**src/rtl/uart_frame_parser.sv**
```systemverilog
// Command-frame parser behind the UART byte receiver: SOF, LEN, CMD, payload, XOR checksum.
// Optional inter-byte timeout is compiled in when FRAME_TIMEOUT_EN is defined.
module uart_frame_parser #(
   parameter logic [7:0] SOF         = 8'hAA,
   parameter int          MAX_LEN     = 16,
   parameter int          AW          = 4,
   parameter int          TIMEOUT_CYC = 500000
) (
   input  logic          clk,
   input  logic          rst_n,
   input  logic          rx_busy,
   input  logic [7:0]    rx_data,
   input  logic [AW-1:0] rd_addr,
   output logic [7:0]    rd_data,
   output logic          frame_ready,
   output logic [7:0]    frame_cmd,
   output logic [AW:0]   frame_len,
   input  logic          frame_ack,
   output logic          frame_err,
   output logic [1:0]    err_code,
   output logic [7:0]    drop_cnt
);

   localparam logic [7:0]  MAX_LEN_B = 8'(MAX_LEN);
   localparam logic [AW:0] IDX_ONE   = (AW+1)'(1);

   localparam logic [1:0] ERR_LEN     = 2'b01;
   localparam logic [1:0] ERR_CHK     = 2'b10;
   localparam logic [1:0] ERR_TIMEOUT = 2'b11;

   if (TIMEOUT_CYC < 2 || MAX_LEN < 1 || MAX_LEN > 255 || (1 << AW) < MAX_LEN) begin : g_cfg_check
      $error("uart_frame_parser: inconsistent MAX_LEN/AW/TIMEOUT_CYC");
   end

   typedef enum logic [2:0] {
      S_HUNT,
      S_LEN,
      S_CMD,
      S_PAY,
      S_CHK,
      S_HOLD
   } state_t;

   function automatic logic [7:0] sat_inc8(input logic [7:0] v);
      return (v == 8'hFF) ? v : v + 8'd1;
   endfunction

   state_t      state, state_nxt;
   logic        rx_busy_d;
   logic        byte_stb;
   logic        len_ok;
   logic        timeout;

   logic        err_fire;
   logic [1:0]  err_val;
   logic        accept;
   logic        drop;

   logic [AW:0] len_q;
   logic [7:0]  cmd_q;
   logic [7:0]  chk_q;
   logic [AW:0] idx_q;
   logic [7:0]  pay_mem [0:(1<<AW)-1];

   assign byte_stb = rx_busy_d & ~rx_busy;
   assign len_ok   = (rx_data != 8'h00) && (rx_data <= MAX_LEN_B);

   always_comb begin
      state_nxt = state;
      err_fire  = 1'b0;
      err_val   = 2'b00;
      accept    = 1'b0;
      drop      = 1'b0;
      case (state)
         S_HUNT: if (byte_stb && rx_data == SOF) state_nxt = S_LEN;
         S_LEN: begin
            if (byte_stb) begin
               if (len_ok) begin
                  state_nxt = S_CMD;
               end else begin
                  err_fire  = 1'b1;
                  err_val   = ERR_LEN;
                  state_nxt = S_HUNT;
               end
            end
         end
         S_CMD: if (byte_stb) state_nxt = S_PAY;
         // SOF inside the payload is plain data; only the byte count ends PAY.
         S_PAY: if (byte_stb && (idx_q + IDX_ONE) == len_q) state_nxt = S_CHK;
         S_CHK: begin
            if (byte_stb) begin
               if (rx_data == chk_q) begin
                  accept    = 1'b1;
                  state_nxt = S_HOLD;
               end else begin
                  err_fire  = 1'b1;
                  err_val   = ERR_CHK;
                  state_nxt = S_HUNT;
               end
            end
         end
         S_HOLD: begin
            drop = byte_stb;
            if (frame_ack) state_nxt = S_HUNT;
         end
         default: state_nxt = S_HUNT;
      endcase
      if (timeout) begin
         err_fire  = 1'b1;
         err_val   = ERR_TIMEOUT;
         state_nxt = S_HUNT;
      end
   end

   always_ff @(posedge clk or negedge rst_n) begin
      if (!rst_n) begin
         state       <= S_HUNT;
         rx_busy_d   <= 1'b0;
         frame_ready <= 1'b0;
         frame_err   <= 1'b0;
         err_code    <= 2'b00;
         drop_cnt    <= 8'h00;
         frame_cmd   <= 8'h00;
         frame_len   <= '0;
         rd_data     <= 8'h00;
      end else begin
         state     <= state_nxt;
         rx_busy_d <= rx_busy;
         frame_err <= err_fire;
         if (err_fire) err_code <= err_val;
         if (drop) drop_cnt <= sat_inc8(drop_cnt);
         if (accept) begin
            frame_ready <= 1'b1;
            frame_cmd   <= cmd_q;
            frame_len   <= len_q;
         end else if (state == S_HOLD && frame_ack) begin
            frame_ready <= 1'b0;
         end
         rd_data <= ({1'b0, rd_addr} < frame_len) ? pay_mem[rd_addr] : 8'h00;
      end
   end

   // Frame assembly registers carry no reset; each is written before it is used.
   always_ff @(posedge clk) begin
      if (byte_stb) begin
         case (state)
            S_LEN: begin
               len_q <= rx_data[AW:0];
               chk_q <= rx_data;
            end
            S_CMD: begin
               cmd_q <= rx_data;
               chk_q <= chk_q ^ rx_data;
               idx_q <= '0;
            end
            S_PAY: begin
               pay_mem[idx_q[AW-1:0]] <= rx_data;
               chk_q                  <= chk_q ^ rx_data;
               idx_q                  <= idx_q + IDX_ONE;
            end
            default: ;
         endcase
      end
   end

`ifdef FRAME_TIMEOUT_EN
   localparam int             TW   = $clog2(TIMEOUT_CYC + 1);
   localparam logic [TW-1:0]  TMAX = TW'(TIMEOUT_CYC - 1);

   logic [TW-1:0] tcnt;
   logic          in_frame;

   assign in_frame = (state == S_LEN) || (state == S_CMD) || (state == S_PAY) || (state == S_CHK);
   // A byte arriving on the expiry cycle wins over the timeout.
   assign timeout  = in_frame && !byte_stb && (tcnt == TMAX);

   always_ff @(posedge clk or negedge rst_n) begin
      if (!rst_n) begin
         tcnt <= '0;
      end else if (byte_stb || state == S_HUNT || state == S_HOLD) begin
         tcnt <= '0;
      end else begin
         tcnt <= tcnt + TW'(1);
      end
   end
`else
   assign timeout = 1'b0;
`endif

endmodule
```
**config.mk**
```make
export PLATFORM = sky130hd
export DESIGN_NAME = uart_frame_parser
export DESIGN_NICKNAME = d
export VERILOG_FILES = /design/src/rtl/uart_frame_parser.sv
export SDC_FILE = /design/constraint.sdc
export NUM_CORES = 1
export LEC_CHECK = 0
export CAP_MARGIN = 0
export CORE_MARGIN = 10
export CORE_UTILIZATION = 50
export CTS_CLUSTER_DIAMETER = 30
export CTS_CLUSTER_SIZE = 28
export DETAILED_ROUTE_END_ITERATION = 7
export PLACE_DENSITY = 0.69
export SLEW_MARGIN = 10
export SYNTH_ARGS = -nofsm -noshare
export SYNTH_HDL_FRONTEND = slang
export SYNTH_SLANG_ARGS = --single-unit
```
**constraint.sdc**
```tcl
create_clock -name clk -period 2.8 [get_ports clk]
set_input_delay 0.42 -clock clk [delete_from_list [all_inputs] [get_ports clk]]
set_output_delay 0.42 -clock clk [all_outputs]
set_load 0.02 [all_outputs]
```
== Yosys cells after proc, flatten, opt, wreduce, memory -nomap -nowiden ==
Memories as Yosys holds them, arrays and structs flattened.
Cells that the tools add are included.

* Equality and inequality tests: 15
* Magnitude comparators: 2
* Bitwise logic cells: 4
* Add/sub/neg operators: 2
* Reductions and logical operators: 16
* Muxes and demuxes: 31

{| class="wikitable"
|+ Operators with widths
! operator !! count
|-
| 3-bit 2-to-1 mux || 7
|-
| 3-bit one-hot mux with 6 select lines || 1
|-
| 8-bit == test, second input constant || 2
|-
| 8-bit one-hot mux with 2 select lines || 1
|-
| 1-bit 2-to-1 mux || 15
|-
| 2-bit != test, second input constant || 6
|-
| 5-bit one-hot mux with 2 select lines || 1
|-
| 2-bit AND reduction || 5
|-
| 8-bit by 1-bit adder with 8-bit output, second input constant || 1
|-
| 8-bit == test || 1
|-
| 8-bit by 5-bit <= comparator with 1-bit output, second input constant || 1
|-
| 8-bit 2-to-1 mux || 1
|-
| 8-bit nonzero test || 1
|-
| 8-bit XOR || 1
|-
| 3-bit by 2-bit == test with 1-bit output, second input constant || 2
|-
| 3-bit == test, second input constant || 2
|-
| 2-bit 2-to-1 mux || 3
|-
| 6-bit AND reduction || 1
|-
| 2-bit nonzero test || 3
|-
| 5-bit by 1-bit adder with 5-bit output, second input constant || 1
|-
| 5-bit == test || 1
|-
| 4-bit by 5-bit < comparator with 1-bit output || 1
|-
| 1-bit logical AND || 4
|-
| 2-bit one-hot mux with 2 select lines || 1
|-
| 6 further kinds || 7
|}

* Output and inout port bits: 33
* Register bits after elaboration: 63
* RAM bits: 128
* Memories: 1
* Logic and storage cells: 84

{| class="wikitable"
|+ Memory list
! memory !! depth !! width !! rd ports !! clocked after Yosys merged registers in !! wr ports !! RTL line !! source
|-
| pay_mem || 16 || 8 || 1 || 0 || 1 || 63 || <nowiki>logic [7:0] pay_mem [0:(1<<AW)-1];</nowiki>
|}

== Depth between registers and ports, before layout ==
Gate-level depths: netlist (run 1).

* Word-level depth: 5
* Gate-level depth with buffers: 7
* Gate-level depth less buffers: 6

== Worst setup path after synthesis (run 1) ==
OpenSTA, ideal clock, no wires.

* Kind: register to register
* Start point: register state[0]
* End point: memory pay_mem[3][0], enable pin
* Setup slack: 607 ps
* Data arrival time: 1809 ps
* Stages on the path, launching flop included: 6
* Data required time: 2417 ps
* Cells stage by stage: dfrtp_1 > clkbuf_1 > nand2_1 > nor3_1 > nand2_1 > nor3_1

* Longest elaborated chain between the ends: 4

{| class="wikitable"
|+ Ends and longest elaborated chain
! element !! RTL line !! source
|-
| from (decl) || 48 || <nowiki>state_t state, state_nxt;</nowiki>
|-
| from (signal assigned) || 127 || <nowiki>state <= state_nxt;</nowiki>
|-
| 3-bit by 2-bit == test with 1-bit output || 146 || <nowiki>case (state)</nowiki>
|-
| 1-bit 2-to-1 mux || 146 ||
|-
| 1-bit 2-to-1 mux || 145 || <nowiki>if (byte_stb) begin</nowiki>
|-
| 1-bit 2-to-1 mux (not written as such) || 157 || <nowiki>pay_mem[idx_q[AW-1:0]] <= rx_data;</nowiki>
|-
| to (decl) || 63 ||
|}

No other way between the ends.

== Worst setup path after layout (run 1) ==
* Start point: input port rx_data[2]
* End point: register frame_len[0]

* Longest elaborated chain between the ends: 4

{| class="wikitable"
|+ Ends and longest elaborated chain
! element !! RTL line !! source
|-
| from (decl) || 12 || <nowiki>input logic [7:0] rx_data,</nowiki>
|-
| 8-bit == test || 92 || <nowiki>if (rx_data == chk_q) begin</nowiki>
|-
| 1-bit 2-to-1 mux || 92 ||
|-
| 1-bit 2-to-1 mux || 91 || <nowiki>if (byte_stb) begin</nowiki>
|-
| 1-bit 2-to-1 mux || 74 || <nowiki>case (state)</nowiki>
|-
| to (signal assigned) || 135 || <nowiki>frame_len <= len_q;</nowiki>
|-
| to (decl) || 17 || <nowiki>output logic [AW:0] frame_len,</nowiki>
|}

No other way between the ends.
A chain may end at the register's enable or synchronous reset.

==> impl_metrics.csv, run 1 <==
group,metric,value,unit
min_path,hold_class,"input pin to asynchronous set/reset pin",
layout,syn_to_final_growth,18.7,%
detailed_routing,drt_iter0_markers,303,
die,core.rowCount,45,
layout,n_antenna_cell,0,
yosys,synth_nets,447,
clock_network,clockRootBuffer,"clkbuf_16",
placement,place_area,8750,µm²
pwr,power.total,6.15,mW
placement,dp_hpwl,10600,µm
yosys,ys_seq_area_frac,0.707,
pwr,leakagePower,3.35,nW
placement,portBuffers,48,
timing,maxSlewViolCount,0,
yosys,synth_seq_cells,191,
die,die_area,21100,µm²
detailed_routing,route.vias.total,4087,
grt,grt_first_pass_wirelength,24800,µm
timing,setup_slack,0.622,ns
timing,slew_headroom,0.420,
pwr,ir_drop,435,µV
clock_network,postCtsHoldBufs,0,
timing,rsz0062_at_grt,"no",
setup_path,r2r_start,"state[0]",
grt,grt_start_max_net_pins,38,
die,die_h,145,µm
placement,place_inst,697,
detailed_routing,drtAntennaViolNets,0,
timing,setup_viol_count_final,0,
clock_network,numCtsBuffers,17,
timing,tightest_slew,0.870,ns
flow_run,cap_violations,0,
yosys,synthDistinctLibCells,42,
grt,antenna_found_initial,0,
yosys,synth.avg_cell_area,18.6,µm²
timing,fmax,459,MHz
detailed_routing,drtPass1Iterations,5,
setup_path,worstPathMaxFanout,14,
die,die_w,145,µm
detailed_routing,routed_wl,15600,µm
yosys,netlist_area,7850,µm²
grt,overflow,0,
layout,fin_nets,529,
timing,clock_skew,0.00847,ns
grt,grt_usage,0.153,
setup_path,rr_endpoint,"pay_mem[0][1]",
clock_network,clkSinkCount,191,
clock_network,post-cts-setup-buffer-count,0,
die,io_pins,49,
yosys,synth_cells,423,
detailed_routing,viasPerCell,5.61,
clock_network,cts.clk_slew.worst_paths,0.06,ns
clock_network,cts_tree,"yes",
setup_path,arrival,2.48,ns
clock_network,clockBufferDepth,2,
yosys,yosysTopAreaCell,"edfxtp_1",
pwr,power.density,660,nW/µm²
detailed_routing,wl_per_cell,21.4,µm
setup_path,crit_path_start_kind,"input pin",
timing,fin_setup_tns,0,ns
layout,mostFrequentLayoutCell,"edfxtp_1",
die,fp.coreArea,15300,µm²
status,status,"finished clean",
clock_network,h-tree-depth,4,
layout,final_cells,729,
timing,finalHoldViolCount,0,
clock_network,clock_latency,0.43,ns
setup_path,endpoint_kind,"flop",
grt,grt_pass1_vias,4227,
detailed_routing,route.detailed.drc,0,
setup_path,critical_path_class,"input pin to flop",
yosys,synth.area.top_cells,"edfxtp_1, dfrtp_1, mux4_1",
setup_path,reg2reg_slack,0.68,ns
timing,post-route-period-util,0.778,
placement,place_ws,0.216,ns
yosys,yosys_warnings,0,
setup_path,r2r_cells,5,
placement,gp_congestion,0.809,
clock_network,cts_resized,0,
yosys,synth.top_cell.area_share,0.589,
timing,period_minus_slack,2.18,ns
layout,mostFrequentLayoutCells,"edfxtp_1, clkdlybuf4s50_1, dfrtp_1",
layout,stdcell_area,9320,µm²
setup_path,required,3.10,ns
die,floorplan.initialDensity,0.513,
layout,drive_gt1_frac,0.172,
-- worst max path at each step --
stage	startpoint	end	depth (start not counted)
floorplan	state[0]	pay_mem[3][0]	5
global placement	rx_data[2]	frame_cmd[5]	7
detailed placement	rx_data[2]	frame_cmd[2]	7
CTS	rx_data[2]	frame_len[0]	7
global route	state[0]	pay_mem[0][7]	5
finish	rx_data[2]	frame_len[0]	7
-- final cells by class --
class	count	area [µm²]
Sequential cell	191	5550
Fill cell	1143	6000
Inverter	10	37.5
Timing Repair Buffer	80	736
Multi-Input combinational cell	205	2160
Tap cell	211	264
Clock buffer	21	450
Clock inverter	11	118
-- cells by family after synthesis --
family,share of synthesized area
XOR/XNOR,0.0357
AO/OA/AOI/OAI,0.0245
AND/OR/NAND/NOR,0.0518
flip-flops,0.707
multiplexers,0.150
adder cells (fa/ha/maj),0.0128
buffers and inverters,0.0177
-- registers in the layout (all words and copies together) (netlist names), 8 cells and up --
name       cells
chk_q          8
rd_data        8
drop_cnt       8
frame_cmd      8
pay_mem      128
cmd_q          8
-- where the power goes --
part           switching [mW]  total, mW  internal, mW
Sequential              0.105       3.26          3.16
Clock                   0.974       2.31          1.33
Combinational           0.303      0.574         0.272
Total                    1.38       6.15          4.76
-- cell usage after synthesis, drive strengths merged --
cell,count
xnor2,24
o2111ai,1
nand2b,5
ha,8
nor3,6
nand4b,1
or3,2
nand2,23
a311oi,1
nand4,6
o311ai,1
a311o,1
clkbuf,8
and4,2
o21bai,1
nor4,4
o211ai,1
inv,10
mux4,40
nor2,22
mux2i,1
a21boi,8
dfrtp,37
nand3b,1
nand3,6
buf,9
and2,1
edfxtp,154
a21oi,2
mux2,14
a21o,4
a211oi,1
nor2b,2
or2,1
and3,2
o21ai,4
xor2,8
o31ai,1
-- per-stage QoR --
| step | utilization | hold WS, ns |
|---|---|---|
| 6_report | 0.608 | 0.0987 |
| 3_5_place_dp | 0.571 | 0.465 |
| 4_1_cts | 0.608 | 0.115 |
| 5_1_grt | 0.608 | 0.174 |
| 2_1_floorplan | - | 0.124 |
| 3_3_place_gp | 0.571 | 0.462 |
-- worst max-delay path, cell delays in order --
cell             delay (ns)
clkdlybuf4s50_1        0.72
xnor2_1                0.17
nand4_1                0.15
nor2_1                 0.20
and4_1                 0.21
buf_4                  0.22
mux2_2                 0.37
-- routing by layer --
layer / track usage / up-vias / share of wire
li1: - / 1838 / -
met2: 0.245 / 97 / 0.49
met4: 0.0612 / 0 / 0.016
met1: 0.199 / 2134 / 0.45
met3: 0.0314 / 18 / 0.040
met5: 0 / - / 0
(Power assumes the default switching activity.)
==> run 2: changes to the inputs <==
Clock period 2.8 ns to 2.2 ns, I/O delays scaled along.
==> run 2 against run 1 <==
Cell count grew 3.4%. Combinational power grew 36%. Clock skew shrank 0.0037 ns. Utilization grew 1.3 points. Total power grew 27%. First-iteration DRC count grew 9.9%.
==> impl_metrics.csv, run 2 (synthesis results as in run 1) <==
group,metric,value,unit
placement,place_area,8960,µm²
setup_path,r2r_start,"idx_q[0]",
timing,post-route-period-util,0.896,
setup_path,crit_chain,"ha_1, xnor2_1, xor2_1, nand4_1, o31ai_2, o311ai_0",
layout,post-route-util,0.621,
pwr,switching_share,0.234,
pwr,power_switching,1.82,mW
clock_network,cts.clk_slew.worst_paths,0.07,ns
clock_network,clock_latency,0.42,ns
placement,gp_congestion,0.823,
detailed_routing,route.detailed.drc,0,
detailed_routing,route.vias.total,4142,
setup_path,critPathMaxStageDelay,0.48,ns
grt,grt_usage,0.154,
detailed_routing,routed_wl,16000,µm
pwr,ir_drop,671,µV
clock_network,clkSinkCount,191,
setup_path,reg2reg_slack,0.23,ns
die,fp.coreArea,15300,µm²
timing,slew_headroom,0.404,
detailed_routing,drtAntennaViolNets,0,
layout,mostFrequentLayoutCell,"edfxtp_1",
timing,setup_viol_count_final,0,
die,die_h,145,µm
grt,grt_start_max_net_pins,38,
layout,drive_gt1_frac,0.212,
clock_network,clockBufferDepth,2,
pwr,pwr-share-clk,0.367,
layout,n_antenna_cell,0,
setup_path,endpoint_kind,"flop",
layout,syn_to_final_growth,21.2,%
status,status,"finished clean",
pwr,power.total,7.79,mW
layout,largest_reg_flops,128,
layout,stdcell_area,9510,µm²
timing,fin_setup_tns,0,ns
die,die_w,145,µm
timing,rsz0062_at_grt,"no",
setup_path,cp_slowest_cell,"edfxtp_1",
detailed_routing,drt_iter0_markers,333,
setup_path,arrival,2.24,ns
pwr,leakagePower,3.47,nW
pwr,comb_power_share,0.100,
timing,fmax,508,MHz
grt,grt_pass1_vias,4224,
pwr,pwr-share-seq,0.533,
grt,overflow,0,
die,floorplan.initialDensity,0.513,
layout,mostFrequentLayoutCells,"edfxtp_1, buf_4, clkdlybuf4s50_1",
timing,tightest_slew,0.894,ns
clock_network,cts_resized,0,
placement,dp_hpwl,10900,µm
die,io_pins,49,
grt,grt_first_pass_wirelength,25100,µm
setup_path,crit_path_start_kind,"flop",
setup_path,rr_endpoint,"state[0]",
timing,clock_skew,0.00475,ns
clock_network,numCtsBuffers,17,
timing,finalHoldViolCount,0,
min_path,hold_class,"input pin to asynchronous set/reset pin",
clock_network,h-tree-depth,4,
setup_path,worstPathMaxFanout,6,
timing,period_minus_slack,1.97,ns
pwr,power.density,819,nW/µm²
setup_path,critical_path_class,"flop to flop",
flow_run,cap_violations,0,
clock_network,cts_tree,"yes",
layout,fin_nets,554,
clock_network,clockRootBuffer,"clkbuf_16",
placement,portBuffers,48,
grt,antenna_found_initial,0,
clock_network,post-cts-setup-buffer-count,0,
detailed_routing,drtPass1Iterations,5,
placement,place_inst,722,
setup_path,r2r_cells,6,
die,core.rowCount,45,
die,die_area,21100,µm²
detailed_routing,viasPerCell,5.49,
setup_path,required,2.47,ns
clock_network,postCtsHoldBufs,0,
pwr,p_int,5.97,mW
timing,maxSlewViolCount,0,
layout,final_cells,754,
detailed_routing,wl_per_cell,21.3,µm
[run 2: changes by cell type in the layout (fill, tap and decap cells not counted)]
cell        before  now
bufinv_16        2    1
o31ai_1          1    0
clkbuf_1         3    2
clkinv_4         1    0
o31ai_2          0    1
clkinv_1         0    1
inv_6            1    3
buf_4           30   53
clkinv_2         5    4
buf_12           2    4
inv_8            0    1
clkinvlp_2       0    1
clkbuf_8         1    0
[run 2: stage by stage]
step	hold WS [ns]	worst slack [ns]
after global placement	0.458	-0.0850
after global routing	0.0822	0.0415
final	0.0160	0.230
after floorplan	0.0344	0.00717
after CTS	0.0407	0.157
after detailed placement	0.469	-0.120
[run 2: power by group through the flow]
| stage | sequential, mW | clock, mW | combinational, mW |
|---|---|---|---|
| final | 4.15 | 2.86 | 0.780 |
| after global routing | 4.17 | 3.07 | 0.847 |
| after CTS | 4.15 | 2.90 | 0.791 |
| after detailed placement | 4.23 | 0 | 0.789 |
| after global placement | 4.22 | 0 | 0.767 |
| after floorplan | 4.24 | 0 | 0.378 |
[run 2: area by class of cell]
class / instances / area [µm²]
clock buffer: 19 / 433
clock inverter: 13 / 111
fill: 1130 / 5800
inverter: 10 / 37.5
multi-input combinational: 205 / 2170
sequential: 191 / 5550
tap: 211 / 264
timing repair buffer: 105 / 948
[run 2: how the worst max path moves through the flow]
stage / from / to / slack (ns) / cells past startpoint
6_report: idx_q[0] / state[0] / 0.23 / 6
4_1_cts: idx_q[0] / state[0] / 0.16 / 6
2_1_floorplan: state[0] / pay_mem[3][0] / 0.007 / 5
3_3_place_gp: rx_data[2] / state[1] / -0.08 / 8
5_1_grt: idx_q[0] / state[0] / 0.04 / 6
3_5_place_dp: rx_data[3] / frame_len[0] / -0.12 / 7
[run 2: critical path: cells and delay by family, from the launching register on]
kind	cells	cell delay, ns
and+or+nand+nor	1	0.15
adders and majority gates	1	0.29
DFF	1	0.48
xor gates and xnor gates	2	0.42
AOI/OAI and AO/OA	2	0.47
[run 2: routing by layer]
| metal | wire (µm) | track usage | vias up |
|---|---|---|---|
| li1 | - | - | 1889 |
| met1 | 7260 | 0.213 | 2132 |
| met2 | 7790 | 0.238 | 106 |
| met3 | 813 | 0.0382 | 15 |
| met4 | 175 | 0.0450 | 0 |
| met5 | 0 | 0 | - |
==> run 3: changes to the inputs <==
Settings changed: ABC_AREA set to 1, CTS_CLUSTER_SIZE 28 to 8.
==> run 3 against run 2 <==
Worst hold slack lost 0.0063 ns. Sequential power about the same. Worst setup slack better by 0.12 ns. Critical path depth is 7 higher. Clock skew is 0.0034 ns higher. Sequential cell count did not move. Fmax increased by 6.4%. Register-to-register slack gained 0.12 ns. Largest cell class unchanged. Largest power group unchanged.
==> impl_metrics.csv, run 3 <==
group,metric,value,unit
layout,largest_reg_flops,128,
clock_network,clockRootBuffer,"clkbuf_16",
clock_network,h-tree-depth,4,
setup_path,crit_path_start_kind,"flop",
yosys,synth.top_cell.area_share,0.571,
die,die_area,21700,µm²
grt,grt_pass1_vias,5467,
detailed_routing,route.vias.total,5508,
yosys,yosys_warnings,0,
yosys,yosysTopAreaCell,"edfxtp_1",
clock_network,cts_resized,0,
yosys,ys_seq_area_frac,0.686,
detailed_routing,viasPerCell,5.41,
clock_network,post-cts-setup-buffer-count,0,
grt,overflow,0,
clock_network,clock_latency,0.43,ns
yosys,synth_nets,736,
setup_path,critPathMaxStageDelay,0.52,ns
detailed_routing,drtPass1Iterations,4,
yosys,synthTopCellsByCount,"edfxtp_1, nand2_1, nor2_1",
grt,grt_first_pass_wirelength,29500,µm
placement,portBuffers,48,
grt,grt_usage,0.175,
setup_path,crit_chain,"inv_1, ha_1, inv_1, nand2_1, nand3_1, nor2_1, nand2_1, nor2_1, nand2_1, nand2_1, nand2_1, nand2_1, nand2_1",
detailed_routing,route.detailed.drc,0,
timing,fmax,540,MHz
timing,holdWs,0.00978,ns
layout,mostFrequentLayoutCell,"edfxtp_1",
timing,fin_setup_tns,0,ns
die,core.rowCount,46,
die,io_pins,49,
clock_network,numCtsBuffers,17,
timing,rsz0062_at_grt,"no",
setup_path,crit_path_frequent_cell,"nand2_1",
status,status,"finished clean",
timing,post-route-period-util,0.842,
placement,dp_hpwl,12300,µm
setup_path,worstPathMaxFanout,8,
grt,antenna_found_initial,0,
detailed_routing,drtAntennaViolNets,0,
min_path,hold_class,"input pin to asynchronous set/reset pin",
yosys,synth-main-ff-cell,"edfxtp_1",
clock_network,clockBufferDepth,2,
timing,finalHoldViolCount,0,
pwr,ir_drop,622,µV
yosys,async_flop_share,0.194,
layout,mostFrequentLayoutCells,"edfxtp_1, nand2_1, nor2_1",
detailed_routing,wl_per_cell,18.2,µm
timing,setup_viol_count_final,0,
die,fp.coreArea,15900,µm²
placement,place_inst,987,
layout,syn_to_final_growth,18.6,%
yosys,yosysMostFrequentCell,"edfxtp_1",
flow_run,cap_violations,0,
timing,clock_skew,0.00818,ns
clock_network,clkSinkCount,191,
yosys,synth_cells,712,
yosys,netlist_area,8090,µm²
layout,n_antenna_cell,0,
setup_path,endpoint_kind,"flop",
pwr,leakagePower,3.65,nW
grt,grt_start_max_net_pins,66,
placement,gp_congestion,0.834,
clock_network,postCtsHoldBufs,0,
yosys,synth_edf_count,154,
setup_path,critical_path_class,"flop to flop",
timing,slew_headroom,0.396,
setup_path,required,2.53,ns
yosys,synth_seq_cells,191,
layout,drive_gt1_frac,0.133,
detailed_routing,routed_wl,18600,µm
pwr,power.total,8.38,mW
yosys,synth.area.top_cells,"edfxtp_1, dfrtp_1, nand2_1",
die,die_h,147,µm
clock_network,cts_tree,"yes",
timing,tightest_slew,0.906,ns
yosys,synth.avg_cell_area,11.4,µm²
layout,fill_cells,1310,
clock_network,cts.clk_slew.worst_paths,0.07,ns
setup_path,arrival,2.18,ns
timing,maxSlewViolCount,0,
layout,stdcell_area,9600,µm²
layout,fin_nets,814,
detailed_routing,drt_iter0_markers,467,
layout,final_cells,1019,
timing,period_minus_slack,1.85,ns
pwr,power.density,873,nW/µm²
die,die_w,147,µm
setup_path,cp_slowest_cell,"edfxtp_1",
placement,place_area,9000,µm²
yosys,synthDistinctLibCells,33,
die,floorplan.initialDensity,0.510,
## run 3: cell count changes after synthesis, sizes merged, moves of 7 or more
cell | before | now
xnor2 | 24 | 11
mux2 | 14 | 0
nand2 | 23 | 147
mux4 | 40 | 0
a21boi | 8 | 1
inv | 10 | 47
a21oi | 2 | 21
o21ai | 4 | 73
o22ai | 0 | 21
buf | 9 | 23
nor2 | 22 | 106
a221oi | 0 | 7
nand3 | 6 | 30
## run 3: routing by layer
metal  track usage  share of wire  up-vias  wire length (µm)
li1              -              -     2624                 -
met1         0.218           0.44     2686              8140
met2         0.288           0.49      174              9150
met3        0.0451          0.055       24              1020
met4        0.0610          0.014        0               263
met5             0              0        -                 0
## run 3: worst max-delay path, delay by kind of cell, from the launching register on
| kind | cells | cell delay, ns |
|---|---|---|
| AND/OR/NAND/NOR | 10 | 0.71 |
| flip-flops | 1 | 0.52 |
| adder cells (fa/ha/maj) | 1 | 0.33 |
| buffers and inverters | 2 | 0.17 |
## run 3: cells by family (layout without fill, tap and decap cells)
group                    after synthesis  in the layout  synth area share
buffers and inverters                 77            168            0.0427
adder cells (fa/ha/maj)                8              8            0.0124
AO/OA/AOI/OAI                        126            126            0.0918
AND/OR/NAND/NOR                      295            295             0.151
flip-flops                           191            191             0.686
XOR/XNOR                              15             15            0.0162
## run 3: stage by stage
stage	utilization	setup slack [ns]
3_3_place_gp	0.566	0.115
4_1_cts	0.604	0.327
6_report	0.604	0.348
5_1_grt	0.604	0.102
2_1_floorplan	-	0.305
3_5_place_dp	0.566	0.0547
## run 3: final timing paths
path | start | end | slack (ns) | cells after the start
setup / recovery | idx_q[0] | state[1] | 0.35 | 13
hold / removal | rst_n | rd_data[4] | 0.01 | 1
setup reg to reg | idx_q[0] | state[1] | 0.35 | 13
hold reg to reg | err_code[0] | err_code[0] | 0.49 | 2
max in group asynchronous | rst_n | state[0] | 1.60 | 1
min in group clk | rx_busy | rx_busy_d | 0.38 | 1
## run 3: power by group
part / switching [mW] / internal (mW) / total (mW)
registers: 0.0943 / 4.08 / 4.17
logic: 0.730 / 0.397 / 1.13
clock network: 1.36 / 1.72 / 3.08
total: 2.18 / 6.20 / 8.38
## run 3: cell type report
| type | count | area (µm²) | area share |
|---|---|---|---|
| Inverter | 47 | 176 | 0.0184 |
| Multi-Input combinational cell | 444 | 2200 | 0.229 |
| Tap cell | 216 | 270 | 0.0282 |
| Clock inverter | 11 | 116 | 0.0121 |
| Clock buffer | 21 | 482 | 0.0502 |
| Sequential cell | 191 | 5550 | 0.578 |
| Timing Repair Buffer | 89 | 803 | 0.0837 |
